--- config.mk ---
export PLATFORM = sky130hd
export DESIGN_NAME = chunk_add_sequencer
export DESIGN_NICKNAME = d
export VERILOG_FILES = /design/src/rtl/chunk_add_sequencer_pkg.sv /design/src/rtl/chunk_add_sequencer_slice.sv /design/src/rtl/chunk_add_sequencer.sv
export SDC_FILE = /design/constraint.sdc
export NUM_CORES = 1
export LEC_CHECK = 0
export ABC_AREA = 1
export CORE_MARGIN = 2
export CORE_UTILIZATION = 55
export CTS_CLUSTER_DIAMETER = 200
export DETAILED_ROUTE_END_ITERATION = 8
export GPL_TIMING_DRIVEN = 0
export HOLD_SLACK_MARGIN = 0.06
export PLACE_DENSITY = 0.85
export SLEW_MARGIN = 10
export SYNTH_ARGS = -nofsm -noshare
export SYNTH_HDL_FRONTEND = slang
export SYNTH_SLANG_ARGS = --single-unit
--- constraint.sdc ---
create_clock -name clk -period 4.07 [get_ports clk]
set_input_delay 0.814 -clock clk [delete_from_list [all_inputs] [get_ports clk]]
set_output_delay 0.814 -clock clk [all_outputs]
set_load 0.02 [all_outputs]
--- src/rtl/chunk_add_sequencer_pkg.sv ---
// Shared definitions for the chunked multi-cycle adder: state encoding,
// slice width and the sizing helpers derived from the operand width.
package chunk_add_sequencer_pkg;

    localparam int SLICE_W = 3;

    typedef enum logic [1:0] {
        IDLE = 2'd0,
        RUN  = 2'd1,
        DONE = 2'd2
    } state_t;

    function automatic int chunks_of(input int width);
        return width / SLICE_W;
    endfunction

    // Index counter needs at least one bit even for a single-chunk adder.
    function automatic int idxw_of(input int width);
        int chunks;
        chunks = chunks_of(width);
        return (chunks > 1) ? $clog2(chunks) : 1;
    endfunction

endpackage

--- src/rtl/chunk_add_sequencer_slice.sv ---
// 3-bit combinational ripple slice; exposes every internal carry so the
// sequencer can recover the carry into the operand MSB for overflow.
module add_slice3 (
    input  logic [2:0] a,
    input  logic [2:0] b,
    input  logic       cin,
    output logic [2:0] s,
    output logic [2:0] c
);

    always_comb begin
        logic cy;
        // NOTE: blocking assignments here so each bit sees the carry computed
        // by the previous iteration within the same evaluation.
        cy = cin;
        s  = '0;
        c  = '0;
        for (int i = 0; i < 3; i++) begin
            s[i] = a[i] ^ b[i] ^ cy;
            cy   = (a[i] & b[i]) | (cy & (a[i] ^ b[i]));
            c[i] = cy;
        end
    end

endmodule

--- src/rtl/chunk_add_sequencer.sv ---
// Low-area wide adder: one 3-bit slice iterated LSB chunk first, with the
// inter-chunk carry held in a register and valid/ready on both sides.
module chunk_add_sequencer
    import chunk_add_sequencer_pkg::*;
#(
    parameter int WIDTH = 24
) (
    input  logic             clk,
    input  logic             rst,
    input  logic             in_valid,
    output logic             in_ready,
    input  logic [WIDTH-1:0] a,
    input  logic [WIDTH-1:0] b,
    input  logic             c_in,
    output logic             out_valid,
    input  logic             out_ready,
    output logic [WIDTH-1:0] sum,
    output logic             c_out,
    output logic             ovf,
    output logic             busy
);

    localparam int CHUNKS = chunks_of(WIDTH);
    localparam int IDXW   = idxw_of(WIDTH);
    localparam logic [IDXW-1:0] LAST_IDX = IDXW'(CHUNKS - 1);

    generate
        if ((WIDTH % SLICE_W) != 0 || WIDTH < SLICE_W) begin : g_width_check
            $error("chunk_add_sequencer: WIDTH must be a positive multiple of 3");
        end
    endgenerate

    state_t            state;
    logic [IDXW-1:0]   idx;
    logic [WIDTH-1:0]  a_r;
    logic [WIDTH-1:0]  b_r;
    logic [WIDTH-1:0]  sum_r;
    logic              carry_r;
    logic              msb_cin_r;
    logic              in_ready_r;
    logic              out_valid_r;
    logic              busy_r;

    logic [SLICE_W-1:0] sl_a;
    logic [SLICE_W-1:0] sl_b;
    logic [SLICE_W-1:0] sl_s;
    logic [SLICE_W-1:0] sl_c;

    assign sl_a = a_r[SLICE_W*int'(idx) +: SLICE_W];
    assign sl_b = b_r[SLICE_W*int'(idx) +: SLICE_W];

    add_slice3 u_slice (
        .a   (sl_a),
        .b   (sl_b),
        .cin (carry_r),
        .s   (sl_s),
        .c   (sl_c)
    );

    // Handshake flags are registered alongside the state so they always
    // match it; each transition updates all of them together.
    always_ff @(posedge clk or posedge rst) begin
        if (rst) begin
            state       <= IDLE;
            idx         <= '0;
            a_r         <= '0;
            b_r         <= '0;
            sum_r       <= '0;
            carry_r     <= 1'b0;
            msb_cin_r   <= 1'b0;
            in_ready_r  <= 1'b1;
            out_valid_r <= 1'b0;
            busy_r      <= 1'b0;
        end else begin
            case (state)
                IDLE: begin
                    if (in_valid && in_ready_r) begin
                        a_r        <= a;
                        b_r        <= b;
                        carry_r    <= c_in;
                        idx        <= '0;
                        state      <= RUN;
                        in_ready_r <= 1'b0;
                        busy_r     <= 1'b1;
                    end
                end
                RUN: begin
                    sum_r[SLICE_W*int'(idx) +: SLICE_W] <= sl_s;
                    carry_r <= sl_c[SLICE_W-1];
                    if (idx == LAST_IDX) begin
                        msb_cin_r   <= sl_c[SLICE_W-2];
                        idx         <= '0;
                        state       <= DONE;
                        out_valid_r <= 1'b1;
                    end else begin
                        idx <= idx + 1'b1;
                    end
                end
                DONE: begin
                    if (out_valid_r && out_ready) begin
                        state       <= IDLE;
                        out_valid_r <= 1'b0;
                        busy_r      <= 1'b0;
                        in_ready_r  <= 1'b1;
                    end
                end
                default: begin
                    state       <= IDLE;
                    idx         <= '0;
                    in_ready_r  <= 1'b1;
                    out_valid_r <= 1'b0;
                    busy_r      <= 1'b0;
                end
            endcase
        end
    end

    assign in_ready  = in_ready_r;
    assign out_valid = out_valid_r;
    assign busy      = busy_r;
    assign sum       = sum_r;
    assign c_out     = carry_r;
    assign ovf       = msb_cin_r ^ carry_r;

endmodule
==> impl_results.md <==
- Via count: 3617
- Lkg Pwr: 2.55 nW
- CTS tree: done
- Inst Count DP: 679
- Register area share after synthesis: 51.8%
- Fillers: 507
- Port bufs: 81
- Worst-Margin Slew: 0.498 ns
- Initial drt markers: 199
- Total power: 4.35 mW
- Yosys reg bits: 82
- Die width: 88.9 um
- Fin nets: 655
- Initial antenna violation count: 0
- Delay-heaviest family, CP: adder cells
- Final hold violation count: 0
- Top cells by area, synth: dfrtp_1 51%, nand2_1 19%, o21ai_0 6.2%, nand3_1 6.1%, inv_1 5.6%
- Most Frequent Cell on Critical Path: nand2_1
- Unrepaired setup endpoints after global routing: false
- Post-layout util: 74.4%
- Cell accounting for the most synthesized area: dfrtp_1
- Hold_buf cts: 0
- Netlist Area Pre-Place: 0.00396 mm2
- Arrival time at the worst endpoint: ~3.6 ns
- Critical path, cell by cell: inv_1, clkbuf_1, nand2_1, nand3_1, nand2_1, nand2_1, nand2_1, fa_1, inv_1, fa_1, inv_1, fa_1, inv_1, nor2_1, nand3_1, nand2_1
- Root Buffer Master: clkbuf_8
- Outcome: finished, final reports clean
- Post-route antenna net violation count: 0
- First-pass GRT wire length: 15900 um
- Gr usage total: 26.5%
- Multi-input logic area: 0.00154 mm2
- Boundary pin count: 82
- Post-synth ARST share: 100%
- Antenna diodes: 0
- Worst-Skew Late Latency: between 0.3 and 0.4 ns
- Share of cells above drive strength 1: 7.85%
- Setup violators final: 0
- Final std cells w/o fill: 695
- Post-cts resize count: 0
- Via density: between 5 and 6
- Crit path capture type: register
- Worst path slowest cell: fa_1
- Worst Hold Class: reg -> reg
- Syn nets: 562
- Remaining Overflow, GRT: 0
- Storage cell area: 0.00205 mm2
- Crit Path Category: reg -> reg
- Post-synthesis cell count: between 500 and 600
- Drt wl/cell: 14.1 um
- Mean Syn Cell Area: 7.91 um2
- # Post-CTS Setup Buffers: 0
- Worst-path clk slew: 0.08 ns
- Critical path data required time: 4.36 ns
- H-Tree Level Count: 3
- Pin count of the biggest net entering global routing: 53
- Setup TNS Final: 0 ns
- Clock Tree Buf Depth: 2
- Startpoint type of the worst setup path: register
- Distinct cells, synth: 25
- Max layer used: met4
- Crit-path max FO: 10
- Fmax: 306 MHz
- Final Hold Slack: 0.475 ns
- Vias in the first global route: 3479
- DP HPWL: 7120 um
- DRT Wirelength: between 9000 and 10000 um
- GPL Wtd Cong: 0.865
- FP Rows: 30
- Most common cell in the netlist: nand2_1
- Slowest stage delay, CP: 0.64 ns
- Metal2 WL: approximately 4700 um
- Pre-Repair DR Iteration Count: 5
- Worst vdd ir: 0.000520 V
- Worst rel slew slack: around two thirds
- Max cap viols: 0
- DRT met1 WL: about 4200 um
- DR DRC count: 0
- Total core area: 0.00687 mm2
- Initial Util: 57.7%
- Minimum clock period: 3.27 ns
- Die Y: 88.9 um
- CP bufs+invs: 5
- Power Dens Cells: between 800 and 900 mW/mm2
- Synth warnings: 0
- Most common flop cell mapped by yosys: dfrtp_1
- Number of flops mapped to enable cells by yosys: 0
- Routed length on met3: 557 um
- Max Clock Skew: 0.0134 ns
- CTS Sinks: 82
- Commonest cells post-synth: 198 x nand2_1, 81 x dfrtp_1, 59 x inv_1
- CTS Buf Count: 9
- Max Transition Viols Final: 0
- Area Growth Syn to Fin: 29.0%
- Tcrit/Tclk final: 80.3%
- Synth top area share: between 50% and 60%
- Die area: 0.00790 mm2
==> layout by cell type (no fill, tap or decap) <==
| master | synthesis | routed |
|---|---|---|
| nor2_1 | 14 | 14 |
| clkbuf_1 | 2 | 5 |
| bufinv_16 | 0 | 1 |
| xor2_1 | 1 | 1 |
| buf_2 | 9 | 9 |
| nand2_2 | 2 | 2 |
| fa_1 | 3 | 3 |
| clkinvlp_4 | 0 | 3 |
| nand3_1 | 48 | 48 |
| o22ai_1 | 1 | 1 |
| o211ai_1 | 3 | 3 |
| inv_4 | 0 | 1 |
| clkbuf_8 | 0 | 9 |
| buf_4 | 10 | 10 |
| inv_2 | 3 | 3 |
| or2_2 | 1 | 1 |
| buf_6 | 1 | 1 |
| nand2_1 | 198 | 198 |
| nor2_2 | 2 | 2 |
| o21ai_0 | 49 | 49 |
| o21ai_1 | 3 | 3 |
| nor3_4 | 1 | 1 |
| nor3_2 | 2 | 2 |
| buf_16 | 0 | 1 |
| dfstp_2 | 1 | 1 |
| dfrtp_1 | 81 | 81 |
| a21oi_1 | 1 | 1 |
| clkdlybuf4s50_1 | 0 | 81 |
| a22oi_1 | 1 | 1 |
| inv_1 | 59 | 58 |
| ha_1 | 5 | 5 |
==> worst reg2reg max path, cell delays in order, from the launching register on <==
cell and delay, ns:
dfrtp_1 0.45, inv_1 0.14, clkbuf_1 0.42, nand2_1 0.12, nand3_1 0.10, nand2_1 0.07
nand2_1 0.06, nand2_1 0.09, fa_1 0.39, inv_1 0.08, fa_1 0.22, inv_1 0.07
fa_1 0.64, inv_1 0.07, nor2_1 0.15, nand3_1 0.10, nand2_1 0.07
==> logic make-up (layout without fill, tap and decap cells) <==
| kind of cell | count (synthesis) | after routing | synth area share, % |
|---|---|---|---|
| simple gates | 268 | 268 | 27.9 |
| buf+inv | 84 | 182 | 9.38 |
| xor+xnor | 1 | 1 | 0.221 |
| fa+ha+maj | 8 | 8 | 3.10 |
| compound gates | 58 | 58 | 7.61 |
| flops | 82 | 82 | 51.8 |
==> state kept, by name, summed over array words and instances, names as in the netlist <==
name       cells
msb_cin_r      1
b_r           24
c_out          1
in_ready       1
sum           24
out_valid      1
a_r           24
state          2
idx            3
busy           1
==> per-stage QoR <==
step / worst slack [ns] / instance area, um2
2_1_floorplan: 1.15 / 3960
3_3_place_gp: -0.0374 / 4890
3_5_place_dp: 0.877 / 4920
4_1_cts: 0.848 / 5110
5_1_grt: 0.612 / 5110
6_report: 0.804 / 5110
==> layout make-up <==
| class | count | area share [%] |
|---|---|---|
| timing repair buffer | 82 | 16.4 |
| clock inverter | 4 | 1.03 |
| multi-input combinational | 335 | 30.1 |
| clock buffer | 12 | 2.64 |
| tap | 96 | 2.35 |
| inverter | 62 | 4.60 |
| buffer | 22 | 2.72 |
| sequential | 82 | 40.2 |
==> path summary, 6_finish.rpt <==
path	from	to	slack [ns]	depth (start not counted)
max in group asynchronous	rst	in_ready	2.62	3
min in group asynchronous	rst	sum[3]	0.81	2
max reg2reg	idx[0]	sum[5]	0.80	16
min	b_r[8]	b_r[8]	0.47	2
max	idx[0]	sum[5]	0.80	16
min reg2reg	b_r[8]	b_r[8]	0.47	2
==> power by group <==
| group | switching (mW) | internal (mW) |
|---|---|---|
| logic | 1.52 | 0.888 |
| clock network | 0.295 | 0.285 |
| registers | 0.175 | 1.19 |
| total | 1.99 | 2.36 |
==> metal layers <==
layer | GRT usage, % | vias to the layer above
li1 | - | 1729
met1 | 34.5 | 1700
met2 | 43.4 | 155
met3 | 3.54 | 33
met4 | 13.9 | 0
met5 | 0 | -
Power figures use the tool's default switching activity.
